--- src/rtl/std_bitnum_pkg.sv ---
// Shared definitions for the bitnum iterative math primitives (std_square, std_sqrt).
// Holds the go/done iteration state encoding and the iteration latency helper.
package std_bitnum_pkg;

    // Iteration state shared by the bit-serial primitives.
    typedef enum logic [1:0] {
        IDLE = 2'd0,
        BUSY = 2'd1,
        DONE = 2'd2
    } bitnum_iter_state_t;

    // Edges from the edge that samples go in IDLE to the edge that raises done.
    function automatic int iter_latency(input int width);
        return width + 32'sd1;
    endfunction

endpackage

--- src/rtl/std_square.sv ---
// std_square: iterative shift-add squarer, out = in*in (+ addend), one multiplier bit per cycle.
// Calyx go/done handshake. Optional feature macro: STD_SQUARE_ADDEND_EN adds an `addend` port
// whose value initialises the accumulator, so a std_sqrt root/remainder pair recombines into
// the original radicand.
module std_square
    import std_bitnum_pkg::*;
#(
    parameter int WIDTH     = 16,
    parameter int OUT_WIDTH = 2 * WIDTH
) (
    input  logic                 clk,
    input  logic                 reset,
    input  logic                 go,
    input  logic [WIDTH-1:0]     in,
`ifdef STD_SQUARE_ADDEND_EN
    input  logic [WIDTH:0]       addend,
`endif
    output logic [OUT_WIDTH-1:0] out,
    output logic                 done
);

    localparam int ACC_W = 2 * WIDTH + 1;
    localparam int CNT_W = $clog2(WIDTH + 1);
    localparam logic [CNT_W-1:0] CNT_LAST = CNT_W'(WIDTH - 1);
    localparam logic [CNT_W-1:0] CNT_MAX  = CNT_W'(WIDTH);

    bitnum_iter_state_t   state_r;
    logic [ACC_W-1:0]     acc_r;
    logic [ACC_W-1:0]     mcand_r;
    logic [WIDTH-1:0]     mplier_r;
    logic [CNT_W-1:0]     count_r;
    logic [OUT_WIDTH-1:0] out_r;
    logic                 done_r;

    logic [ACC_W-1:0]     acc_init_s;
    logic [ACC_W-1:0]     acc_step_s;
    logic [ACC_W-1:0]     mcand_step_s;
    logic [WIDTH-1:0]     mplier_step_s;
    logic [CNT_W-1:0]     count_step_s;

    assign out  = out_r;
    assign done = done_r;

    // Accumulator start value: the addend when the feature is built in, zero otherwise.
`ifdef STD_SQUARE_ADDEND_EN
    assign acc_init_s = {{WIDTH{1'b0}}, addend};
`else
    assign acc_init_s = {ACC_W{1'b0}};
`endif

    // One shift-add step: conditional add of the multiplicand, shift both operands, bump count.
    always_comb begin
        acc_step_s    = acc_r;
        mcand_step_s  = {mcand_r[ACC_W-2:0], 1'b0};
        mplier_step_s = {1'b0, mplier_r[WIDTH-1:1]};
        count_step_s  = count_r;
        if (mplier_r[0]) begin
            acc_step_s = acc_r + mcand_r;
        end else begin
            acc_step_s = acc_r;
        end
        // count stops at WIDTH so a stray extra step can never wrap it back into range
        if (count_r == CNT_MAX) begin
            count_step_s = count_r;
        end else begin
            count_step_s = count_r + CNT_W'(1);
        end
    end

    // Control FSM and datapath registers; done is decoded from the DONE state one edge later.
    always_ff @(posedge clk or posedge reset) begin
        if (reset) begin
            state_r  <= IDLE;
            acc_r    <= {ACC_W{1'b0}};
            mcand_r  <= {ACC_W{1'b0}};
            mplier_r <= {WIDTH{1'b0}};
            count_r  <= {CNT_W{1'b0}};
            out_r    <= {OUT_WIDTH{1'b0}};
            done_r   <= 1'b0;
        end else begin
            done_r <= (state_r == DONE);
            case (state_r)
                IDLE: begin
                    if (go) begin
                        mcand_r  <= {{(WIDTH + 1){1'b0}}, in};
                        mplier_r <= in;
                        acc_r    <= acc_init_s;
                        count_r  <= {CNT_W{1'b0}};
                        state_r  <= BUSY;
                    end else begin
                        state_r  <= IDLE;
                    end
                end
                BUSY: begin
                    if (!go) begin
                        // abort: result register keeps the previous completion
                        state_r <= IDLE;
                    end else begin
                        acc_r    <= acc_step_s;
                        mcand_r  <= mcand_step_s;
                        mplier_r <= mplier_step_s;
                        count_r  <= count_step_s;
                        if (count_r == CNT_LAST) begin
                            out_r   <= acc_step_s[OUT_WIDTH-1:0];
                            state_r <= DONE;
                        end else begin
                            state_r <= BUSY;
                        end
                    end
                end
                DONE: begin
                    state_r <= IDLE;
                end
                default: begin
                    state_r <= IDLE;
                end
            endcase
        end
    end

endmodule

--- config.mk ---
export PLATFORM = sky130hd
export DESIGN_NAME = std_square
export DESIGN_NICKNAME = d
export VERILOG_FILES = /design/src/rtl/std_bitnum_pkg.sv /design/src/rtl/std_square.sv
export SDC_FILE = /design/constraint.sdc
export NUM_CORES = 1
export LEC_CHECK = 0
export CORE_UTILIZATION = 63
export DETAILED_ROUTE_END_ITERATION = 8
export PLACE_DENSITY = 0.85
export SKIP_LAST_GASP = 1
export SYNTH_ARGS = -nofsm -noshare
export SYNTH_HDL_FRONTEND = slang
export SYNTH_SLANG_ARGS = --single-unit
--- constraint.sdc ---
create_clock -name clk -period 10.4 [get_ports clk]
set_input_delay 2.08 -clock clk [delete_from_list [all_inputs] [get_ports clk]]
set_output_delay 2.08 -clock clk [all_outputs]
set_load 0.01 [all_outputs]
==> results.sh <==
export IMPL_grt_antenna_before_repair=0
export IMPL_synth_most_common_cell="dfrtp_1"
export IMPL_hold_slack_ns=0.4780
export IMPL_skew_ns=0.007989
export IMPL_peakVddDrop_mv=0.1155
export IMPL_worstPathMaxFanout=59
export IMPL_maxCapViolCount=0
export IMPL_avgRoutedWirePerCell_um=17.68
export IMPL_end_kind="flip-flop"
export IMPL_drv_slew=0
export IMPL_critical_path_class="input pin to flip-flop"
export IMPL_ys_async_sr_fraction=1.000
export IMPL_drive_gt1_frac=0.06519
export IMPL_use_met3=0.05695
export IMPL_grt_max_degree=77
export IMPL_slowest_stage="nand3_2"
export IMPL_die_y_um=103.1
export IMPL_place_congestion=0.9546
export IMPL_min_period_over_period=0.4298
export IMPL_p_per_area_mw_per_mm2=175.0
export IMPL_min_period_ns=4.470
export IMPL_synth_top_area_share=0.4664
export IMPL_status="finished, final reports clean"
export IMPL_via_per_inst=6.179
export IMPL_ctsHoldBuffers=0
export IMPL_busiest_layer="met2"
export IMPL_grt_usage=0.3088
export IMPL_hp_class="flip-flop to flip-flop"
export IMPL_coreArea_mm2=0.009819
export IMPL_ys_warn_count=0
export IMPL_nets=762
export IMPL_cts_buffers=17
export IMPL_yosysSeqAreaShare=0.4664
export IMPL_area_growth_pct=18.85
export IMPL_path_cells="clkdlybuf4s50_1, nor2b_1, nand3_2, clkinv_1, nand3_1, mux2i_1, a211o_1"
export IMPL_dr_total_vias=5277
export IMPL_die_area_mm2=0.01063
export IMPL_cts_max_path_buffers=2
export IMPL_cts_num_sinks=120
export IMPL_drc=0
export IMPL_yosys_area_top_type="dfrtp_1"
export IMPL_arrival_ns=4.93
export IMPL_use_met2=0.4651
export IMPL_finalInstanceArea_mm2=0.007652
export IMPL_critPathMaxStageDelay_ns=0.85
export IMPL_syn_num_nets=721
export IMPL_num_rows=36
export IMPL_port_buffers=51
export IMPL_p_leak_nw=3.602
export IMPL_drt_total_wl_mm=15.10
export IMPL_syn_inst=667
export IMPL_path_clk_slew_ns=0.06
export IMPL_tightest_slew_ns=1.122
export IMPL_cp_start_kind="input pin"
export IMPL_grt_pass1_vias=4955
export IMPL_ys_seq_elements=120
export IMPL_dpl_cell_area_mm2=0.007033
export IMPL_finalSetupViolations=0
export IMPL_grt_overflow=0
export IMPL_tns_ns=0
export IMPL_netlist_area_mm2=0.006439
export IMPL_cts_root_buf="clkbuf_8"
export IMPL_final_setup_worst_slack_ns=5.930
export IMPL_cts_resized=0
export IMPL_dieWidth_um=103.1
export IMPL_grt_setup_unrepaired="false"
export IMPL_worstPathRequired_ns=10.86
export IMPL_final_hold_violation_count=0
export IMPL_firstDrtPassIters=4
export IMPL_fmax_mhz=223.7
export IMPL_met1_usage=0.4497
export IMPL_slew_headroom=0.2522
export IMPL_grt_pass1_wl_mm=24.78
export IMPL_antenna_left=0
export IMPL_synth_edf_count=0
export IMPL_yosys_top_cells_area="dfrtp_1 (47%), ha_1 (6.6%), o21ai_0 (6.5%)"
export IMPL_pin_count=52
export IMPL_clock_latency_ns=0.52
export IMPL_dp_slack_ns=5.470
export IMPL_synth_avg_cell_area_um2=9.653
export IMPL_start_util=0.6557
export IMPL_cts_tree="done"
export IMPL_antenna_cells=0
export IMPL_htree_levels=4
export IMPL_ys_top_cells_by_count="dfrtp_1 (120), nand2_1 (92), o21ai_0 (84)"
export IMPL_synth_ff_type="dfrtp_1"
export IMPL_ys_types=50
export IMPL_hpwl_mm=10.07
export IMPL_final_util=0.7793
export IMPL_cts_setup_buffers=0
export IMPL_drt_iter0_drc=270
==> worst max-delay path, delay by kind of cell <==
family | cells | cell delay (ns)
buffers and inverters | 2 | 1.05
muxes | 1 | 0.19
and+or+nand+nor | 3 | 1.48
AOI/OAI and AO/OA | 1 | 0.12
==> final cells by class <==
class / instances / area [um2]
clock buffer: 20 / 445.4
clock inverter: 12 / 173.9
fill: 687 / 2167
inverter: 10 / 40.04
multi-input combinational: 504 / 3282
sequential: 120 / 3004
tap: 133 / 166.4
timing repair buffer: 55 / 540.5
==> layout by cell type, fill, tap and decap left out, types with 16 or more instances in the layout <==
cell	instances
dfrtp_1	119
xnor2_1	18
o21ai_0	84
clkdlybuf4s50_1	51
nor2b_1	19
mux2i_1	24
nor2_1	20
ha_1	34
clkbuf_16	16
nand2_1	92
a21oi_1	58
a22o_1	38
==> per-stage QoR <==
step	power [mW]	std cells
global placement	0.7190	822
finish	1.339	854
detailed placement	0.7289	822
floorplan	0.6741	667
CTS	1.342	854
global route	1.387	854
==> flip-flops by register name, indices dropped and copies added, names as in the netlist <==
name	cells
acc_r	32
mcand_r	32
out	32
mplier_r	16
count_r	5
state_r	2
done	1
==> report_power, final <==
part	leakage (nW)	internal (mW)	switching, mW
Sequential	1.62	0.497	0.0357
Combinational	1.69	0.0817	0.112
Clock	0.293	0.401	0.212
Total	3.60	0.979	0.360
==> kinds of logic (layout without fill, tap and decap cells) <==
kind of cell               Yosys count  count (layout)  share of synthesized area
buffers and inverters               43              97                    0.02507
xor gates and xnor gates            27              27                    0.03673
and+or+nand+nor                    172             172                     0.1244
adders and majority gates           35              35                    0.06918
DFF                                120             120                     0.4664
muxes                               24              24                    0.03731
AOI/OAI and AO/OA                  246             246                     0.2410
==> final timing paths <==
check	from	end	slack (ns)	depth (start not counted)
hold / removal	out[2]	out[2]	0.48	2
max in group asynchronous	reset	out[23]	7.06	3
hold reg to reg	out[2]	out[2]	0.48	2
setup / recovery	go	out[29]	5.93	7
min in group asynchronous	reset	acc_r[4]	1.97	2
setup reg to reg	mcand_r[0]	out[30]	7.02	11
==> per-layer routing <==
metal,vias up,wire length (um)
li1,2497,-
met2,170,7016
met3,14,949
met4,0,138
met5,-,0
met1,2596,6996
(Power assumes the default switching activity.)
